### config.mk
export PLATFORM = sky130hd
export DESIGN_NAME = ssd_scan_driver
export DESIGN_NICKNAME = d
export VERILOG_FILES = /design/src/rtl/ssd_scan_driver.sv
export SDC_FILE = /design/constraint.sdc
export NUM_CORES = 1
export LEC_CHECK = 0
export ABC_AREA = 1
export CAP_MARGIN = 20
export CELL_PAD_IN_SITES_DETAIL_PLACEMENT = 1
export CELL_PAD_IN_SITES_GLOBAL_PLACEMENT = 2
export CORE_MARGIN = 2
export CORE_UTILIZATION = 35
export DETAILED_ROUTE_END_ITERATION = 8
export PLACE_DENSITY = 0.9
export RECOVER_POWER = 50
export SLEW_MARGIN = 40
export SYNTH_ARGS = -nofsm -noshare
export SYNTH_HDL_FRONTEND = slang
export SYNTH_SLANG_ARGS = --single-unit
### constraint.sdc
create_clock -name clk_i -period 3 [get_ports clk_i]
set_clock_uncertainty 0.1 [all_clocks]
set_input_delay 0.3 -clock clk_i [delete_from_list [all_inputs] [get_ports clk_i]]
set_output_delay 0.3 -clock clk_i [all_outputs]
set_load 0.005 [all_outputs]
### src/rtl/ssd_scan_driver.sv
// Multiplexed seven-segment scan driver with double-buffered, frame-aligned display updates.
// Optional leading-zero blanking: define SSD_SCAN_LZ_BLANK_EN.
module ssd_scan_driver #(
  parameter int NUM_DIGITS = 4,
  parameter int SCAN_DIV   = 1000
) (
  input  logic                    clk_i,
  input  logic                    rst_ni,
  input  logic [4*NUM_DIGITS-1:0] value_i,
  input  logic [NUM_DIGITS-1:0]   dp_i,
  input  logic                    load_i,
  input  logic                    en_i,
  output logic [6:0]              seg_o,
  output logic                    dp_o,
  output logic [NUM_DIGITS-1:0]   dig_o,
  output logic                    upd_o
);

  localparam int IDX_W = (NUM_DIGITS > 1) ? $clog2(NUM_DIGITS) : 1;
  localparam int PRE_W = $clog2(SCAN_DIV);
  localparam logic [PRE_W-1:0] PRE_LAST = PRE_W'(SCAN_DIV - 1);
  localparam logic [IDX_W-1:0] IDX_LAST = IDX_W'(NUM_DIGITS - 1);
  localparam logic [6:0]       SEG_DASH = 7'h40;

  logic [PRE_W-1:0]        presc_q, presc_d;
  logic [IDX_W-1:0]        idx_q, idx_d;
  logic [4*NUM_DIGITS-1:0] pend_val_q, pend_val_d;
  logic [NUM_DIGITS-1:0]   pend_dp_q, pend_dp_d;
  logic                    pend_vld_q, pend_vld_d;
  logic [4*NUM_DIGITS-1:0] disp_val_q, disp_val_d;
  logic [NUM_DIGITS-1:0]   disp_dp_q, disp_dp_d;
  logic                    upd_q, upd_d;
  logic [6:0]              seg_q, seg_d;
  logic                    dp_q, dp_d;
  logic [NUM_DIGITS-1:0]   dig_q, dig_d;

  logic       tick, boundary, commit;
  logic [3:0] nib_sel;
  logic       dp_sel;
  logic       blank_sel;

  function automatic logic [6:0] hex_to_seg(input logic [3:0] nib);
    case (nib)
      4'h0: hex_to_seg = 7'h3F;
      4'h1: hex_to_seg = 7'h06;
      4'h2: hex_to_seg = 7'h5B;
      4'h3: hex_to_seg = 7'h4F;
      4'h4: hex_to_seg = 7'h66;
      4'h5: hex_to_seg = 7'h6D;
      4'h6: hex_to_seg = 7'h7C;
      4'h7: hex_to_seg = 7'h07;
      4'h8: hex_to_seg = 7'h7F;
      4'h9: hex_to_seg = 7'h67;
      4'hA: hex_to_seg = 7'h77;
      4'hB: hex_to_seg = 7'h7C;
      4'hC: hex_to_seg = 7'h58;
      4'hD: hex_to_seg = 7'h5E;
      4'hE: hex_to_seg = 7'h79;
      default: hex_to_seg = 7'h71;
    endcase
  endfunction

  always_comb begin
    nib_sel = 4'h0;
    dp_sel  = 1'b0;
    for (int k = 0; k < NUM_DIGITS; k++) begin
      if (idx_q == IDX_W'(k)) begin
        nib_sel = disp_val_q[4*k +: 4];
        dp_sel  = disp_dp_q[k];
      end
    end
  end

`ifdef SSD_SCAN_LZ_BLANK_EN
  // A digit is blank when it and every more-significant nibble are zero; digit 0 always shows.
  logic upper_zero;
  always_comb begin
    upper_zero = 1'b1;
    blank_sel  = 1'b0;
    for (int k = NUM_DIGITS - 1; k > 0; k--) begin
      upper_zero = upper_zero && (disp_val_q[4*k +: 4] == 4'h0);
      if (idx_q == IDX_W'(k)) blank_sel = upper_zero;
    end
  end
`else
  assign blank_sel = 1'b0;
`endif

  always_comb begin
    tick     = (presc_q == PRE_LAST);
    boundary = tick && (idx_q == IDX_LAST);
    commit   = boundary && pend_vld_q;

    presc_d = tick ? '0 : presc_q + PRE_W'(1);
    idx_d   = idx_q;
    if (tick) idx_d = (idx_q == IDX_LAST) ? '0 : idx_q + IDX_W'(1);

    // A load on the boundary cycle lands in pending after the old contents commit.
    pend_val_d = load_i ? value_i : pend_val_q;
    pend_dp_d  = load_i ? dp_i : pend_dp_q;
    pend_vld_d = load_i || (pend_vld_q && !boundary);

    disp_val_d = commit ? pend_val_q : disp_val_q;
    disp_dp_d  = commit ? pend_dp_q : disp_dp_q;
    upd_d      = commit;

    dig_d = '0;
    for (int k = 0; k < NUM_DIGITS; k++) dig_d[k] = (idx_q == IDX_W'(k));
    if (presc_q == '0) dig_d = '0;
    seg_d = blank_sel ? 7'h00 : hex_to_seg(nib_sel);
    dp_d  = dp_sel;

    if (!en_i) begin
      dig_d = '0;
      seg_d = SEG_DASH;
      dp_d  = 1'b0;
    end
  end

  always_ff @(posedge clk_i or negedge rst_ni) begin
    if (!rst_ni) begin
      presc_q    <= '0;
      idx_q      <= '0;
      pend_val_q <= '0;
      pend_dp_q  <= '0;
      pend_vld_q <= 1'b0;
      disp_val_q <= '0;
      disp_dp_q  <= '0;
      upd_q      <= 1'b0;
      seg_q      <= SEG_DASH;
      dp_q       <= 1'b0;
      dig_q      <= '0;
    end else begin
      presc_q    <= presc_d;
      idx_q      <= idx_d;
      pend_val_q <= pend_val_d;
      pend_dp_q  <= pend_dp_d;
      pend_vld_q <= pend_vld_d;
      disp_val_q <= disp_val_d;
      disp_dp_q  <= disp_dp_d;
      upd_q      <= upd_d;
      seg_q      <= seg_d;
      dp_q       <= dp_d;
      dig_q      <= dig_d;
    end
  end

  assign seg_o = seg_q;
  assign dp_o  = dp_q;
  assign dig_o = dig_q;
  assign upd_o = upd_q;

endmodule

==> reports/qor.yml <==
outcome:
  run_status: "complete, but fails checks"
  violations: "capacitance limit, slew limit"
routing:
  first_iter_violations: 46
  vias_per_cell: 4.70
  vias: 2176
  drtAntennaViolNets: 0
  wl_per_cell_um: 12.9
  remaining_drc_errors: 0
  firstDrtPassIters: 4
  routed_wl_um: 6000
yosys:
  yosys_warnings: 0
  syn_area_mm2: 0.00305
  yosys_register_bits: 66
  synth_nets: 345
  ys_seq_area_share_pct: 54.2
  syn_inst: 311
  yosys.cell_types.count: 26
  synth_area_per_cell_um2: 9.81
critical_path:
  worst-setup-path-type: "register to register"
  r2r_cells: 12
  max_stage_delay_ns: 0.41
  crit_path_top_delay_cell: "dfrtp_1"
  reg2reg_setup_slack_ns: 0.58
  cp.arrival_ns: 2.55
  cp_cell_sequence: "inv_1 -> ha_1 -> inv_1 -> nand3_1 -> nand2_1 -> a21boi_1 -> inv_1 -> ha_1 -> inv_1 -> nand3_1 -> a21oi_1 -> nor2_1"
  crit_top_cell: "inv_1"
  cp-startpoint: "idx_q[1]"
  r2r_start: "idx_q[1]"
  start_kind: "register"
  r2r_end: "seg_o[3]"
  crit_fanout: 6
  cp-end-kind: "register"
  required_ns: 3.13
final_layout:
  final_area_mm2: 0.00367
  fin_cells: 463
  n_fill_cell: 994
  layout-drive-gt1-share_pct: 17.2
  most-common-layout-cells: "dfrtp_1 (65), nand2_1 (55), inv_1 (45)"
  layout.cells.most_common: "dfrtp_1"
  regArea_mm2: 0.00165
  syn2layout_area_growth_pct: 20.3
  post-route-util_pct: 42.7
  layout.nets: 386
  multi_input_area_mm2: 0.00116
  antennaDiodeCount: 0
global_routing:
  grt_usage_pct: 14.2
  grt_overflow: 0
  grt_pass1_wl_um: 10800
  grt_pass1_vias: 2311
  antenna_found_initial: 0
  grt_max_degree: 67
worst_hold_path:
  hold_start: "pend_dp_q[0]"
  hold_end: "disp_dp_q[0]"
  min_path_cells: 2
  min_path_type: "register to register"
timing:
  holdWs_ns: 0.381
  relSlewSlack_pct: -6.93
  worstMarginPinSlew_ns: 1.60
  clock.fmax_mhz: 414
  fin_crit_sh_pct: 80.6
  fin_crit_ns: 2.42
  rsz0062_at_grt: "false"
  fin_setup_tns_ns: 0
  timing_hold_violations_final: 0
  slew_violations: 67
  setup_viol: 0
  fin_ws_ns: 0.582
pwr:
  power.total_mw: 1.72
  p_sw_mw: 0.376
  combPwrFrac_pct: 5.9
  p_int_mw: 1.34
  cellPowerDensity_mw_per_mm2: 468
  swShare_pct: 21.9
  max-vdd-ir-drop_v: 0.000324
  p_leak_nw: 1.69
  pwr-share-clk_pct: 39.6
  seq_power_share_pct: 54.6
clock_network:
  cts_buffer_depth: 2
  cts-root-buf: "clkbuf_8"
  postCtsSetupRepairBufs: 0
  hold_buffers: 0
  clock_latency_ns: 0.34
  clock-sinks: 66
  clkTransAtPathRegs_ns: 0.07
  cts_tree: "done"
  cts-buffers-inserted: 9
  cts_resized: 0
  htreeDepth: 3
place:
  gp_congestion: 0.838
  place_area_mm2: 0.00349
  post-place-cells: 448
  post-place-ws_ns: 0.633
  dp_hpwl_um: 4350
  placement.io_buffers: 36
floorplan:
  io_pins: 37
  floorplan.die_area_mm2: 0.00948
  die_w_um: 97.4
  core_area_mm2: 0.00859
  start_util_pct: 35.5
  die_h_um: 97.4
  core.rowCount: 34
run:
  maxCapViolations: 1
-- power groups by stage --
stage / sequential, mW / clock (mW) / combinational [mW]
2_1_floorplan: 0.951 / 0 / 0.0386
3_3_place_gp: 0.954 / 0 / 0.101
3_5_place_dp: 0.955 / 0 / 0.104
4_1_cts: 0.938 / 0.709 / 0.103
5_1_grt: 0.942 / 0.754 / 0.112
6_report: 0.937 / 0.679 / 0.101
-- worst max-delay path: cells and delay by family (launching register included) --
family	cells	cell delay [ns]
and+or+nand+nor	4	0.29
buffers and inverters	4	0.48
DFF	1	0.41
adders and majority gates	2	0.57
AOI/OAI and AO/OA	2	0.43
-- flip-flops by register name (all words and copies together), names as in the netlist --
signal and cells:
disp_val_q 16, pend_val_q 16, idx_q 2, upd_o 1, disp_dp_q 4, presc_q 10
pend_dp_q 4, dig_o 4, dp_o 1, pend_vld_q 1, seg_o 7
-- final cells by class --
type | count | share of cell area [%]
multi-input cells | 189 | 31.5
clock buffers | 12 | 4.50
flip-flops and latches | 66 | 45.0
clock inverters | 2 | 0.341
inverters | 47 | 4.81
well taps | 108 | 3.68
repair buffers | 39 | 10.1
-- cell families after synthesis --
logic type / synth area share [%]
buffers and inverters: 7.95
flip-flops: 54.2
AO/OA/AOI/OAI: 10.4
AND/OR/NAND/NOR: 15.7
multiplexers: 7.38
XOR/XNOR: 0.287
adder cells (fa/ha/maj): 4.10
-- cells in the mapped netlist, drive strengths merged --
library cell   n  area (µm²)
dfrtp         65        1630
a21boi         1        7.51
o21ai         26         201
nor4           1        6.26
inv           45         169
nand2         57         219
a21oi         19        95.1
nor3b          1        7.51
nor3          13        81.3
o21bai         1        7.51
xor2           1        8.76
o22ai          1        6.26
mux2          20         225
clkinv         2        7.51
nand4          1        6.26
buf            6        55.1
clkbuf         3        11.3
dfstp          1        26.3
nand3         16        80.1
nor2          21        78.8
ha            10         125
-- worst max-delay path by stage --
stage / slack, ns / depth (start not counted) / end
4_1_cts: 0.59 / 12 / seg_o[3]
5_1_grt: 0.32 / 12 / seg_o[3]
3_3_place_gp: 0.77 / 12 / seg_o[3]
6_report: 0.58 / 12 / seg_o[3]
2_1_floorplan: 0.94 / 12 / seg_o[3]
3_5_place_dp: 0.63 / 12 / seg_o[3]
-- routing by layer --
layer	global-route usage [%]	vias to the layer above	routed length [µm]
met2	23.4	33	2940
met4	6.09	0	125
met1	17.8	1062	2730
met3	3.45	10	201
met5	0	-	0
li1	-	1071	-
Note: power is estimated with default switching activity, not from simulation.
